$ cat config.mk
export PLATFORM = sky130hd
export DESIGN_NAME = pdm_rx
export DESIGN_NICKNAME = d
export VERILOG_FILES = /design/src/rtl/pdm_rx.sv
export SDC_FILE = /design/constraint.sdc
export NUM_CORES = 1
export LEC_CHECK = 0
export ABC_AREA = 1
export BUFFER_PORTS_ARGS = -buffer_cell sky130_fd_sc_hd__clkbuf_2
export CAP_MARGIN = 10
export CORE_MARGIN = 1.5
export CORE_UTILIZATION = 45
export DETAILED_ROUTE_END_ITERATION = 6
export GPL_ROUTABILITY_DRIVEN = 0
export SKIP_LAST_GASP = 1
export SYNTH_ARGS = -nofsm -noshare
export SYNTH_HDL_FRONTEND = slang
export SYNTH_SLANG_ARGS = --single-unit
$ cat constraint.sdc
create_clock -name clk -period 5.8 [get_ports clk]
set_clock_uncertainty 0.1 [all_clocks]
set_input_delay 0.87 -clock clk [delete_from_list [all_inputs] [get_ports clk]]
set_output_delay 0.87 -clock clk [all_outputs]
set_load 0.02 [all_outputs]
$ cat src/rtl/pdm_rx.sv
// PDM mic receiver: pdm_clk divider, 2-flop sync, 3rd-order CIC decimator, PCM FIFO, 8-bit register port.
// Latency: sample pushed 2 clk after the decim strobe; dout 1 clk after a read.
// Backpressure: none upstream; FIFO push when full drops the sample and sets sticky overflow.
module fifo #(
   parameter int DW = 16,
   parameter int AW = 4
) (
   input  logic          clk,
   input  logic          rst,
   input  logic          flush,
   input  logic          wr_vld,
   input  logic [DW-1:0] wr_dat,
   output logic          full,
   input  logic          rd_rdy,
   output logic          rd_vld,
   output logic [DW-1:0] rd_dat,
   output logic [AW:0]   level
);
   localparam logic [AW:0] DEPTH = (AW+1)'(1 << AW);

   logic [DW-1:0] mem_q [2**AW];
   logic [AW-1:0] wr_ptr_q, wr_ptr_d, rd_ptr_q, rd_ptr_d;
   logic [AW:0]   cnt_q, cnt_d;
   logic          do_wr, do_rd;

   // A pop frees a slot in the same cycle, so a full FIFO still accepts a push alongside it.
   always_comb begin
      do_rd    = rd_rdy && (cnt_q != '0);
      do_wr    = wr_vld && !flush && ((cnt_q != DEPTH) || do_rd);
      wr_ptr_d = wr_ptr_q + AW'(do_wr);
      rd_ptr_d = rd_ptr_q + AW'(do_rd);
      cnt_d    = cnt_q + (AW+1)'(do_wr) - (AW+1)'(do_rd);
      if (flush) begin
         wr_ptr_d = '0;
         rd_ptr_d = '0;
         cnt_d    = '0;
      end
   end

   always_ff @(posedge clk or negedge rst) begin
      if (!rst) begin
         wr_ptr_q <= '0;
         rd_ptr_q <= '0;
         cnt_q    <= '0;
      end else begin
         wr_ptr_q <= wr_ptr_d;
         rd_ptr_q <= rd_ptr_d;
         cnt_q    <= cnt_d;
      end
   end

   always_ff @(posedge clk) begin
      if (do_wr) mem_q[wr_ptr_q] <= wr_dat;
   end

   assign full   = (cnt_q == DEPTH);
   assign rd_vld = (cnt_q != '0);
   assign rd_dat = mem_q[rd_ptr_q];
   assign level  = cnt_q;
endmodule

module pdm_rx #(
   parameter int CLK_DIV = 8,
   parameter int DEC_R   = 64,
   parameter int FIFO_AW = 4
) (
   input  logic       clk,
   input  logic       rst,
   input  logic       cs,
   input  logic       we,
   input  logic [2:0] addr,
   input  logic [7:0] din,
   output logic [7:0] dout,
   output logic       irq,
   output logic       pdm_clk,
   input  logic       pdm_dat
);
   localparam int CW  = $clog2(CLK_DIV);
   localparam int DCW = $clog2(DEC_R);
   localparam logic [CW-1:0]  CNT_LAST = CW'(CLK_DIV - 1);
   localparam logic [CW-1:0]  CNT_LOW  = CW'(CLK_DIV / 2 - 1);
   localparam logic [CW-1:0]  CNT_HIGH = CW'(CLK_DIV / 2);
   localparam logic [DCW-1:0] DEC_LAST = DCW'(DEC_R - 1);

   typedef struct packed {
      logic irq_en;
      logic edge_sel;
      logic enable;
   } ctrl_t;

   ctrl_t                ctrl_q, ctrl_d;
   logic [CW-1:0]        cnt_q, cnt_d;
   logic                 pdm_clk_q, pdm_clk_d;
   logic [1:0]           sync_q, sync_d;
   logic signed [19:0]   int1_q, int1_d, int2_q, int2_d, int3_q, int3_d;
   logic signed [19:0]   dly1_q, dly1_d, dly2_q, dly2_d, dly3_q, dly3_d;
   logic signed [19:0]   comb_q, comb_d;
   logic [DCW-1:0]       dec_q, dec_d;
   logic                 dec_p1_q, dec_p1_d, dec_p2_q, dec_p2_d;
   logic [1:0]           disc_q, disc_d;
   logic                 ovf_q, ovf_d;
   logic [7:0]           hold_q, hold_d, dout_q, dout_d;

   logic                 rd_acc, ctrl_wr, stat_wr, flush, en_next, run, strobe, decim;
   logic                 pop, push_vld, fifo_full, fifo_vld;
   logic [15:0]          fifo_dat, pcm;
   logic [FIFO_AW:0]     fifo_lvl;
   logic signed [19:0]   x, c1, c2, y;
   logic                 unused_din;

   assign unused_din = ^din[6:3];

   // en_next lets a CTRL write that clears enable stop pdm_clk on the very edge it lands.
   always_comb begin
      rd_acc   = cs && !we;
      ctrl_wr  = cs && we && (addr == 3'd0);
      stat_wr  = cs && we && (addr == 3'd1);
      flush    = ctrl_wr && din[7];
      en_next  = ctrl_wr ? din[0] : ctrl_q.enable;
      run      = en_next && ctrl_q.enable;
      strobe   = run && (cnt_q == (ctrl_q.edge_sel ? CNT_LAST : CNT_LOW));
      decim    = strobe && (dec_q == DEC_LAST);
      pop      = rd_acc && (addr == 3'd2) && fifo_vld;
      push_vld = run && dec_p2_q && (disc_q == 2'd3);
      y        = comb_q >>> 3;
      if (y > 20'sd32767)       pcm = 16'h7FFF;
      else if (y < -20'sd32768) pcm = 16'h8000;
      else                      pcm = y[15:0];
   end

   always_comb begin
      ctrl_d    = ctrl_q;
      cnt_d     = cnt_q;
      pdm_clk_d = pdm_clk_q;
      sync_d    = {sync_q[0], pdm_dat};
      int1_d    = int1_q;
      int2_d    = int2_q;
      int3_d    = int3_q;
      dly1_d    = dly1_q;
      dly2_d    = dly2_q;
      dly3_d    = dly3_q;
      comb_d    = comb_q;
      dec_d     = dec_q;
      dec_p1_d  = dec_p1_q;
      dec_p2_d  = dec_p2_q;
      disc_d    = disc_q;
      ovf_d     = ovf_q;
      hold_d    = hold_q;
      dout_d    = dout_q;
      x         = '0;
      c1        = '0;
      c2        = '0;

      if (ctrl_wr) ctrl_d = ctrl_t'(din[2:0]);
      if (stat_wr && din[2]) ovf_d = 1'b0;
      if (push_vld && fifo_full && !pop && !flush) ovf_d = 1'b1;

      if (rd_acc) begin
         case (addr)
            3'd0:    dout_d = {5'b0, ctrl_q};
            3'd1:    dout_d = {5'b0, ovf_q, fifo_full, fifo_vld};
            3'd2: begin
               dout_d = fifo_vld ? fifo_dat[7:0] : 8'h00;
               if (fifo_vld) hold_d = fifo_dat[15:8];
            end
            3'd3:    dout_d = hold_q;
            3'd4:    dout_d = 8'(fifo_lvl);
            default: dout_d = 8'h00;
         endcase
      end

      if (!run) begin
         cnt_d     = '0;
         pdm_clk_d = 1'b0;
         int1_d    = '0;
         int2_d    = '0;
         int3_d    = '0;
         dly1_d    = '0;
         dly2_d    = '0;
         dly3_d    = '0;
         comb_d    = '0;
         dec_d     = '0;
         dec_p1_d  = 1'b0;
         dec_p2_d  = 1'b0;
         disc_d    = '0;
      end else begin
         cnt_d     = (cnt_q == CNT_LAST) ? '0 : cnt_q + 1'b1;
         pdm_clk_d = (cnt_d >= CNT_HIGH);
         if (strobe) begin
            x      = sync_q[1] ? 20'sd1 : -20'sd1;
            int1_d = int1_q + x;
            int2_d = int2_q + int1_d;
            int3_d = int3_q + int2_d;
            dec_d  = dec_q + 1'b1;
         end
         dec_p1_d = decim;
         dec_p2_d = dec_p1_q;
         if (dec_p1_q) begin
            c1     = int3_q - dly1_q;
            c2     = c1 - dly2_q;
            dly1_d = int3_q;
            dly2_d = c1;
            dly3_d = c2;
            comb_d = c2 - dly3_q;
         end
         // The first three decimated outputs carry the CIC start-up transient.
         if (dec_p2_q && disc_q != 2'd3) disc_d = disc_q + 1'b1;
      end
   end

   always_ff @(posedge clk or negedge rst) begin
      if (!rst) begin
         ctrl_q    <= '0;
         cnt_q     <= '0;
         pdm_clk_q <= 1'b0;
         sync_q    <= '0;
         int1_q    <= '0;
         int2_q    <= '0;
         int3_q    <= '0;
         dly1_q    <= '0;
         dly2_q    <= '0;
         dly3_q    <= '0;
         comb_q    <= '0;
         dec_q     <= '0;
         dec_p1_q  <= 1'b0;
         dec_p2_q  <= 1'b0;
         disc_q    <= '0;
         ovf_q     <= 1'b0;
         hold_q    <= '0;
         dout_q    <= '0;
      end else begin
         ctrl_q    <= ctrl_d;
         cnt_q     <= cnt_d;
         pdm_clk_q <= pdm_clk_d;
         sync_q    <= sync_d;
         int1_q    <= int1_d;
         int2_q    <= int2_d;
         int3_q    <= int3_d;
         dly1_q    <= dly1_d;
         dly2_q    <= dly2_d;
         dly3_q    <= dly3_d;
         comb_q    <= comb_d;
         dec_q     <= dec_d;
         dec_p1_q  <= dec_p1_d;
         dec_p2_q  <= dec_p2_d;
         disc_q    <= disc_d;
         ovf_q     <= ovf_d;
         hold_q    <= hold_d;
         dout_q    <= dout_d;
      end
   end

   fifo #(.DW(16), .AW(FIFO_AW)) u_fifo (
      .clk    (clk),
      .rst    (rst),
      .flush  (flush),
      .wr_vld (push_vld),
      .wr_dat (pcm),
      .full   (fifo_full),
      .rd_rdy (pop),
      .rd_vld (fifo_vld),
      .rd_dat (fifo_dat),
      .level  (fifo_lvl)
   );

   assign dout    = dout_q;
   assign irq     = ctrl_q.irq_en & fifo_vld;
   assign pdm_clk = pdm_clk_q;
endmodule

==> results by group <==
Status
  – Outcome: finished, final reports clean

STA
  – Tcrit/Tclk final: 0.925
  – Final setup viols: 0
  – Max-slew violation count: 0
  – RSZ-0062 raised after global routing: true
  – Pin slew with the least headroom to its limit: 1.22 ns
  – Final hold viol count: 0
  – Slew HR: 0.186
  – Max Fclk: 186 MHz
  – Period minus WS final: 5.36 ns

Die
  – Die Wd: 231 µm
  – Die H: 231 µm
  – Ports: 26
  – # rows: 83
  – Initial Util: 0.456
  – Die area: 53300 µm²
  – Core area: 51300 µm²

Setup path
  – Slowest Stage Delay on Critical Path: 0.44 ns
  – Worst-path fanout max: 6
  – Most used cell, CP: nand3_1
  – Worst Path Required: 6.17 ns
  – WP data arrival: 5.73 ns
  – Crit end category: flop
  – CP Buf/Inv Count: 3
  – Element type at the critical path start: flop
  – Crit Path Category: reg -> reg
  – Top delay family on crit path: compound AO/OA/AOI/OAI gates
  – Slowest CP cell: fa_1

Synthesis
  – Cell taking the most area after synthesis: edfxtp_1
  – Most common cell in the synthesized netlist: nand2_1
  – Top-area cell type share of the netlist area: 0.329
  – Synth warn: 0
  – Post-synth top flop: edfxtp_1
  – Synth async-reset ratio: 0.420
  – Syn Inst Count: 2455
  – Netlist cell types: 60
  – Yosys reg bits: 441
  – Synth Net Count: 2605
  – Post-synthesis cell area: 23400 µm²
  – Sequential area share after synthesis: 0.527
  – Syn_area_per_cell: 9.52 µm²
  – Synth top cells by count: nand2_1, inv_1, o21ai_0
  – Top cells by area, synth: edfxtp_1, dfrtp_1, ha_1
  – Post-synth EDFFs: 256

Routing
  – Number of remaining DRC errors: 0
  – Avg WL per Cell: 18.5 µm
  – Vias post-DR: 17700
  – First-iteration detailed-routing DRC count: 1326
  – DRT antenna net count: 0
  – Pre-antenna DRT Iters: 5
  – Final wirelength: 59300 µm
  – Drt via density: 5.54

Global routing
  – GRT Total Usage: 0.225
  – First-pass GRT wire length: 94600 µm
  – Grt total ovfl: 0
  – Initial antenna violation count: 0
  – Largest net degree at the start of global routing: 81
  – Vias in the first global route: 17300

CTS
  – Clock latency on the worst-skew pair: 0.60 ns
  – # clock sinks: 441
  – Root Buffer: clkbuf_16
  – Clock slew at reported path FFs: 0.06 ns
  – CTS tree: built
  – Cts hold-fix bufs: 0
  – Total CTS buffers: 48
  – H-tree Lvls: 2
  – Clock buffer depth: 3

Placed design
  – DP HPWL: 39400 µm
  – PortBufs: 21
  – Placed cell count: 3105

Worst hold path
  – Min-delay worst type: in -> async

Cells and area
  – Synth-to-layout area growth: 10.8%
  – Number of diodes: 0
  – Layout cells sized above 1: 0.0810
  – Final std cells w/o fill: 3200
  – Nets: 2632

Flow run
  – Maxcap violations: 0
## through the flow
stage | hold WS (ns) | instance area [µm²] | TNS, ns | util | setup WS, ns
after floorplan | 0.231 | 23400 | 0 | - | 1.08
after global placement | 0.258 | 24200 | 0 | 0.472 | 0.383
after detailed placement | 0.256 | 24200 | 0 | 0.472 | 0.335
after CTS | 0.256 | 25800 | 0 | 0.503 | 0.292
after global routing | 0.271 | 25900 | -0.0480 | 0.505 | -0.0480
final | 0.229 | 25900 | 0 | 0.505 | 0.438
## area by class of cell
cell class,count,area [µm²]
sequential,441,12300
clock inverter,17,204
clock buffer,71,1360
multi-input combinational,1640,9650
inverter,289,1100
timing repair buffer,62,422
fill,4704,25400
tap,680,851
## cell families (layout without fill, tap and decap cells)
family	Yosys count	count (layout)	share of synthesized area
DFF	441	441	0.527
and+or+nand+nor	753	753	0.137
adders and majority gates	134	134	0.0736
xor gates and xnor gates	74	74	0.0280
AOI/OAI and AO/OA	679	679	0.170
buffers and inverters	374	439	0.0643
## worst paths after layout
path | start | to | slack (ns) | cells after the start
setup / recovery | int3_q[0]$_DFFE_PN0P_ | comb_q[19]$_DFFE_PN0P_ | 0.44 | 27
min in group clk | sync_q[0]$_DFF_PN0_ | sync_q[1]$_DFF_PN0_ | 0.26 | 0
max in group asynchronous | rst | int2_q[6]$_DFFE_PN0P_ | 4.13 | 2
hold reg to reg | sync_q[0]$_DFF_PN0_ | sync_q[1]$_DFF_PN0_ | 0.26 | 0
setup reg to reg | int3_q[0]$_DFFE_PN0P_ | comb_q[19]$_DFFE_PN0P_ | 0.44 | 27
hold / removal | rst | int1_q[13]$_DFFE_PN0P_ | 0.23 | 1
## timing repair
item | CTS | global route
endpoints found under the setup margin | 0 | 5
buffers inserted | 0 | 1
resized for setup | 0 | 10
hold endpoints to repair | 0 | 0
## placed cells by master, fill, tap and decap left out, drive strengths merged, types with 22 or more instances in the layout
master / count
a21oi: 155
a22o: 22
buf: 41
clkbuf: 92
dfrtp: 185
edfxtp: 256
ha: 128
inv: 292
nand2: 330
nand3: 88
nor2: 274
o211ai: 24
o21ai: 303
o221ai: 31
o22ai: 80
xnor2: 30
xor2: 44
## worst reg2reg max path, delay by kind of cell (launching register included)
family	cells	cell delay (ns)
AOI/OAI and AO/OA	9	1.83
xor gates and xnor gates	2	0.44
adders and majority gates	4	1.30
buffers and inverters	3	0.24
DFF	1	0.38
and+or+nand+nor	9	0.97
## metal layers
layer	GRT usage	wire [µm]	vias up
met5	0	0	-
met4	0.0756	1810	0
li1	-	-	8603
met3	0.0280	2580	96
met2	0.374	28100	415
met1	0.304	26800	8625
## registers in the layout, indices dropped and copies added (netlist names), 6 cells and up
signal        cells
comb_q           17
dec_q             6
dly1_q           20
dly2_q           20
dly3_q           20
dout              8
hold_q            8
int1_q           20
int2_q           20
int3_q           20
u_fifo.mem_q    256
Power is left out: the tool's default activity adds up to more than one toggle a clock period on the data nets, which glitch-free logic cannot reach.
